File: src/rtl/shift_seq_ctrl.sv
`default_nettype none
// ============================================================================
// Module   : shift_seq_ctrl
// Purpose  : Command sequencer for the 8-bit rotating shift register: load,
//            rotate left/right N, no-op; reports sampled register value.
// Options  : SHIFT_SEQ_PERF_EN adds perf_clr input and busy_cycles counter.
// Revision : 1.0 - initial release
// ============================================================================
module shift_seq_ctrl #(
    parameter int CNT_W      = 3,
    parameter int SETTLE_CYC = 1
) (
    input  logic             clk,
    input  logic             rst,
    input  logic             cmd_valid,
    output logic             cmd_ready,
    input  logic [1:0]       cmd_op,
    input  logic [CNT_W-1:0] cmd_cnt,
    input  logic [7:0]       cmd_data,
    output logic [1:0]       sr_select,
    output logic             sr_e,
    output logic [7:0]       sr_data,
    input  logic [7:0]       sr_q,
    output logic             done,
    output logic [7:0]       result
`ifdef SHIFT_SEQ_PERF_EN
    ,
    input  logic             perf_clr,
    output logic [15:0]      busy_cycles
`endif
);

    localparam logic [1:0] c_op_nop  = 2'b00;
    localparam logic [1:0] c_op_rol  = 2'b01;
    localparam logic [1:0] c_op_ror  = 2'b10;
    localparam logic [1:0] c_op_load = 2'b11;

    localparam logic [2:0]       c_settle_init = 3'(SETTLE_CYC - 1);
    localparam logic [CNT_W-1:0] c_cnt_one     = CNT_W'(1);

    typedef enum logic [2:0] {
        ST_IDLE   = 3'd0,
        ST_LOAD   = 3'd1,
        ST_SHIFT  = 3'd2,
        ST_SETTLE = 3'd3,
        ST_DONE   = 3'd4
    } state_t;

    state_t           r_state;
    state_t           w_next;
    logic [1:0]       r_op;
    logic [CNT_W-1:0] r_cnt;
    logic [7:0]       r_data;
    logic [2:0]       r_settle;
    logic [7:0]       r_result;
    logic             w_accept;

    assign w_accept  = cmd_valid && (r_state == ST_IDLE);
    assign cmd_ready = (r_state == ST_IDLE) && !rst;
    assign result    = r_result;

    always_ff @(posedge clk) begin
        if (rst) begin
            r_state <= ST_IDLE;
        end else begin
            r_state <= w_next;
        end
    end

    always_comb begin
        w_next    = r_state;
        sr_select = c_op_nop;
        sr_e      = 1'b0;
        sr_data   = 8'h00;
        done      = 1'b0;
        case (r_state)
            ST_IDLE: begin
                if (w_accept) begin
                    if (cmd_op == c_op_load) begin
                        w_next = ST_LOAD;
                    end else if ((cmd_op == c_op_rol || cmd_op == c_op_ror) &&
                                 (cmd_cnt != '0)) begin
                        w_next = ST_SHIFT;
                    end else begin
                        w_next = ST_SETTLE;
                    end
                end
            end
            ST_LOAD: begin
                sr_select = c_op_load;
                sr_e      = 1'b1;
                sr_data   = r_data;
                w_next    = ST_SETTLE;
            end
            ST_SHIFT: begin
                sr_select = r_op;
                sr_e      = 1'b1;
                if (r_cnt == c_cnt_one) begin
                    w_next = ST_SETTLE;
                end
            end
            ST_SETTLE: begin
                if (r_settle == 3'd0) begin
                    w_next = ST_DONE;
                end
            end
            ST_DONE: begin
                done   = 1'b1;
                w_next = ST_IDLE;
            end
            default: w_next = ST_IDLE;
        endcase
    end

    // Command latch, step/settle counters and the sampled result.
    always_ff @(posedge clk) begin
        if (rst) begin
            r_op     <= c_op_nop;
            r_cnt    <= '0;
            r_data   <= 8'h00;
            r_settle <= 3'd0;
            r_result <= 8'h00;
        end else begin
            if (w_accept) begin
                r_op   <= cmd_op;
                r_cnt  <= cmd_cnt;
                r_data <= cmd_data;
            end else if (r_state == ST_SHIFT) begin
                r_cnt <= r_cnt - c_cnt_one;
            end

            if ((w_next == ST_SETTLE) && (r_state != ST_SETTLE)) begin
                r_settle <= c_settle_init;
            end else if ((r_state == ST_SETTLE) && (r_settle != 3'd0)) begin
                r_settle <= r_settle - 3'd1;
            end

            if ((r_state == ST_SETTLE) && (r_settle == 3'd0)) begin
                r_result <= sr_q;
            end
        end
    end

`ifdef SHIFT_SEQ_PERF_EN
    logic [15:0] r_busy_cycles;

    assign busy_cycles = r_busy_cycles;

    // Clear wins over counting; the count sticks at all-ones.
    always_ff @(posedge clk) begin
        if (rst || perf_clr) begin
            r_busy_cycles <= 16'h0000;
        end else if ((r_state != ST_IDLE) && (r_busy_cycles != 16'hFFFF)) begin
            r_busy_cycles <= r_busy_cycles + 16'h0001;
        end
    end
`else
`endif

endmodule
`default_nettype wire

File: config.mk
export PLATFORM = sky130hd
export DESIGN_NAME = shift_seq_ctrl
export DESIGN_NICKNAME = d
export VERILOG_FILES = /design/src/rtl/shift_seq_ctrl.sv
export SDC_FILE = /design/constraint.sdc
export NUM_CORES = 1
export LEC_CHECK = 0
export ABC_AREA = 1
export BUFFER_PORTS_ARGS = -buffer_cell sky130_fd_sc_hd__buf_2
export CORE_UTILIZATION = 52
export CTS_BUF_LIST = sky130_fd_sc_hd__clkbuf_16
export DETAILED_ROUTE_END_ITERATION = 12
export GPL_ROUTABILITY_DRIVEN = 0
export PLACE_DENSITY = 0.89
export RECOVER_POWER = 50
export SLEW_MARGIN = 5
export SYNTH_ARGS = -nofsm -noshare
export SYNTH_HDL_FRONTEND = slang
export SYNTH_SLANG_ARGS = --single-unit
File: constraint.sdc
create_clock -name clk -period 3.8 [get_ports clk]
set_input_delay 0.19 -clock clk [delete_from_list [all_inputs] [get_ports clk]]
set_output_delay 0.19 -clock clk [all_outputs]
set_load 0.1 [all_outputs]
* Yosys cells after proc, flatten, opt, wreduce, memory -nomap -nowiden
Index checks and enable logic that the tools add are counted.
Word-level totals: word-level logic and storage cells 45, register bits 27, output and inout port bits 21, bits of input ports 24
Cells by class: reduce and logical (&&, ||, !) cells 15, mux-type cells 12, equality and inequality tests 10, $add $sub $neg 2
Operators by type and width (number):
- $mux 3 | 5
- $pmux 3 s4 | 1
- $eq 3x2->1 const B | 3
- $mux 8 | 1
- $eq 3x1->1 const B | 2
- $logic_and 1x1->1 | 6
- $logic_not 3->1 | 2
- $reduce_bool 3->1 | 2
- $sub 3x1->3 const B | 2
- $eq 2x2->1 const B | 2
- $pmux 2 s2 | 1
- $reduce_or 2->1 | 2
- $eq 3x3->1 const B | 1
- $mux 1 | 3
- $ne 3x2->1 const B | 1
- $eq 2x1->1 const B | 1
- $mux 2 | 1
- $reduce_bool 2->1 | 1
- $logic_not 1->1 | 1
- $logic_or 1x1->1 | 1

* Depth between registers and ports, before layout
depth in word-level cells 10, gate-level depth with buffers 10, mapped depth without buffers 10

* Worst setup path before layout
No wires, ideal clock.
kind register to output, from register r_state[1], to output port sr_select[0], stages on the path, launching flop included 5, setup slack 0.788 ns, path buffers 0, data required time 3.610 ns, arrival time 2.822 ns, cell sequence dfxtp_1 > inv_2 > nor2_2 > nand2_4 > o21ai_0
Between the ends: longest elaborated chain between the ends 2, elaborated cells on any way between the ends 3, classes of those cells eq/ne: 2; mux: 1
RTL lines:
- start: declaration | RTL line 49 | state_t r_state;
- start signal: assignment | RTL line 66 | r_state <= w_next;
- $eq 3x2->1 or $eq 3x1->1 (tied branches) | RTL line 76 | case (r_state)
- $pmux 2 s2 * | RTL line 76
- end: declaration | RTL line 20 | output logic [1:0] sr_select,
Mark *: on every way between the ends. The rest lies on a longest branch, timed or not.

* Worst setup path after layout
from register r_settle[0], to register r_result[4] (netlist: result[4])
Between the ends: longest elaborated chain between the ends 2
RTL lines:
- start: declaration | RTL line 54 | logic [2:0] r_settle;
- start signal: assignment | RTL line 133 | r_settle <= c_settle_init;
- start signal: assignment | RTL line 135 | r_settle <= r_settle - 3'd1;
- $logic_not 3->1 | RTL line 138 | if ((r_state == ST_SETTLE) && (r_settle == 3'd0)) begin
- $logic_and 1x1->1 | RTL line 138
- end signal: assignment | RTL line 139 | r_result <= sr_q;
- end: declaration | RTL line 55 | logic [7:0] r_result;
Every way passes these cells. A chain may end at the register's enable or synchronous reset.

==> impl_metrics.py <==
metrics = {
    "grt": {
        "grt_use_met1_pct": 24.52,
        "met2_usage_pct": 39.03,
        "grt_util_met3_pct": 6.957,
        "grt_pass1_vias": 1087,
        "track_usage_pct": 22.11,
        "grt_max_degree": 24,
        "grt_overflow": 0,
        "antenna_found_initial": 0,
        "grt_pass1_wl_um": 4402,
        "grt-busiest-layer": "met2",
    },
    "synth": {
        "synth-seq-cells": 27,
        "ys_warn_count": 0,
        "ys_types": 28,
        "yosysTopAreaCell": "dfxtp_1",
        "avgSynthCellArea_um2": 7.629,
        "synth_mux_area_share_pct": 0,
        "synth_compound_area_share_pct": 15.56,
        "ys_seq_area_share_pct": 40.49,
        "synth_nets": 204,
        "netlist.area_leader.share_pct": 40.49,
        "synth_top_family_by_area": "simple AND/OR/NAND/NOR gates",
        "synth_area_um2": 1335,
        "synthXorXnorAreaFrac_pct": 1.968,
        "netlist_instances": 175,
        "synth_area_leaders": "dfxtp_1, nor2_1, o21ai_1",
        "synth_adder_area_share_pct": 4.686,
        "yosys.area_share.simple_pct": 25.96,
    },
    "cts": {
        "cts.path.max_buffers": 2,
        "cts_sinks": 27,
        "clkLatencyLatePin_ps": 260,
        "numCtsBuffers": 3,
        "cts-resized-gates": 0,
        "clkTransAtPathRegs_ps": 70,
        "cts_root_buffer": "clkbuf_16",
        "postCtsHoldBufs": 0,
        "cts_tree": "yes",
        "cts-htree-levels": 1,
        "post-cts-setup-buffer-count": 0,
    },
    "layout": {
        "layout-drive-gt1-share_pct": 30.28,
        "fillers": 214,
        "synthToLayoutAreaGrowth_pct": 18.74,
        "n_antenna_cell": 0,
        "nets": 248,
        "final_cell_mix": "buf_2, nor2_1, dfxtp_1, inv_1, o21ai_1",
        "fin_util_pct": 68.38,
        "final_common_cell": "buf_2",
    },
    "sta": {
        "slew_headroom_pct": 21.20,
        "fin_setup_tns_ps": 0,
        "slew_violations": 0,
        "setup_violations": 0,
        "max_freq_ghz": 0.4946,
        "fin_skew_ps": 3.107,
        "rsz0062_at_grt": "false",
        "worst_slew_pin_slew_ps": 1187,
        "fin_crit_ps": 2022,
        "finalHoldViolCount": 0,
        "period_share_pct": 53.21,
    },
    "routing": {
        "via_per_inst": 4.846,
        "post_drt_wl_per_cell_um": 10.75,
        "routed_wl_um": 2644,
        "dr_total_vias": 1192,
        "firstDrtPassIters": 4,
        "drcViolationCount": 0,
        "first_iter_violations": 26,
        "drt.antenna.violating_nets": 0,
    },
    "die": {
        "rows": 17,
        "die_h_um": 52.67,
        "io_pins": 45,
        "design.core.area_um2": 2318,
        "die-area_um2": 2774,
        "start_util_pct": 57.58,
        "die_x_um": 52.67,
    },
    "critical_path": {
        "crit_type": "flop to flop",
        "rrSetupSlack_ps": 1780,
        "required_ps": 3960,
        "end_kind": "flop",
        "crit_fanout": 9,
        "slowest_stage": "clkinvlp_2",
        "startpoint_type": "flop",
        "slowest_delay_ps": 540,
        "crit_cells": 7,
        "cpLargestDelayFamily": "simple AND/OR/NAND/NOR gates",
        "r2r_end": "result[4]$_SDFFE_PP0P_",
        "worstPathArrival_ps": 2180,
        "cp.buffers_inverters": 2,
        "cp_cell_sequence": "inv_1, ha_1, nand2_1, nor2_1, clkinvlp_2, nor2_1, nor2_1",
        "reg2reg_from": "r_settle[0]$_SDFFE_PP0P_",
        "crit_top_cell": "nor2_1",
        "reg2regPathDepth": 7,
    },
    "pwr": {
        "cellPowerDensity_nw_per_um2": 581.0,
        "vdd_drop_max_mv": 0.5119,
        "p_leak_nw": 0.7709,
    },
    "run": {
        "cap_violations": 0,
    },
    "min_path": {
        "whs_path_depth": 3,
        "hp-start": "sr_q[5]",
        "hold_path_class": "primary input to flop",
        "hold_end": "result[5]$_SDFFE_PP0P_",
    },
    "status": {
        "status": "finished clean",
    },
    "placement": {
        "dp_hpwl_um": 1917,
        "port_buffers": 44,
    },
}
## cell usage after synthesis
library cell  count
a21oi_1          13
a31oi_1           1
buf_1             1
buf_2             2
buf_4             1
clkbuf_1          1
dfxtp_1          27
ha_1              5
inv_1            23
inv_2             9
inv_4             1
nand2_1          11
nand2_2           3
nand2_4           2
nand3_2           3
nand3_4           1
nand4_1           1
nor2_1           30
nor2_2            8
nor2_4            2
nor2_8            1
nor3_1            1
o211ai_1          1
o21ai_0           3
o21ai_1          18
o21ai_2           2
o22ai_1           1
xor2_1            3
## report_power, final
part / internal (W) / switching [W] / leakage (nW)
clock: 0.000143 / 0.0000984 / 0.0371
sequential: 0.000317 / 0.0000189 / 0.221
combinational: 0.0000728 / 0.000271 / 0.513
## state kept, by name, indices dropped and copies added, names as in the netlist
signal    cells
r_cnt         3
r_data        8
r_op          2
result        8
r_settle      3
r_state       3
## per-stage QoR
step	cell area, um2	hold slack, ps	power (W)	setup WS [ps]	std cells
2_1_floorplan	1335	259.4	0.0006381	787.6	175
3_3_place_gp	1565	410.4	0.0006870	2299	242
3_5_place_dp	1565	415.5	0.0006942	2225	242
4_1_cts	1648	143.1	0.0009385	1908	246
5_1_grt	1585	151.7	0.0009709	1541	246
6_report	1585	148.9	0.0009210	1778	246
## layer usage
| layer | up-vias | wire (um) | part of all wire (%) |
|---|---|---|---|
| li1 | 635 | - | - |
| met1 | 524 | 1198 | 45 |
| met2 | 29 | 1272 | 48 |
| met3 | 4 | 145 | 5.5 |
| met4 | 0 | 27 | 1.0 |
| met5 | - | 0 | 0 |
## worst reg2reg max path, cell delays in order (launching register included)
cell,delay (ps)
dfxtp_1,320
inv_1,80
ha_1,150
nand2_1,80
nor2_1,480
clkinvlp_2,540
nor2_1,210
nor2_1,60
## logic make-up after synthesis
logic type               Yosys count
AO/OA/AOI/OAI                     39
XOR/XNOR                           3
adder cells (fa/ha/maj)            5
buffers and inverters             38
flip-flops                        27
AND/OR/NAND/NOR                   63
## worst max-delay path by stage
stage                                   from                endpoint  slack [ps]
floorplan              r_state[1]$_SDFF_PP0_            sr_select[0]         790
global placement       r_state[1]$_SDFF_PP0_            sr_select[0]        2300
detailed placement     r_state[1]$_SDFF_PP0_            sr_select[0]        2230
CTS                    r_state[1]$_SDFF_PP0_            sr_select[0]        1910
global route        r_settle[0]$_SDFFE_PP0P_  result[6]$_SDFFE_PP0P_        1540
finish              r_settle[0]$_SDFFE_PP0P_  result[4]$_SDFFE_PP0P_        1780
## cell type report
class	instances	area [um2]	area share [%]
multi-input combinational	110	591.8	37.33
sequential	27	540.5	34.10
timing repair buffer	44	210.2	13.26
inverter	33	125.1	7.893
clock buffer	3	75.07	4.736
tap	28	35.03	2.210
clock inverter	1	7.507	0.4736
Power figures use the tool's default switching activity.
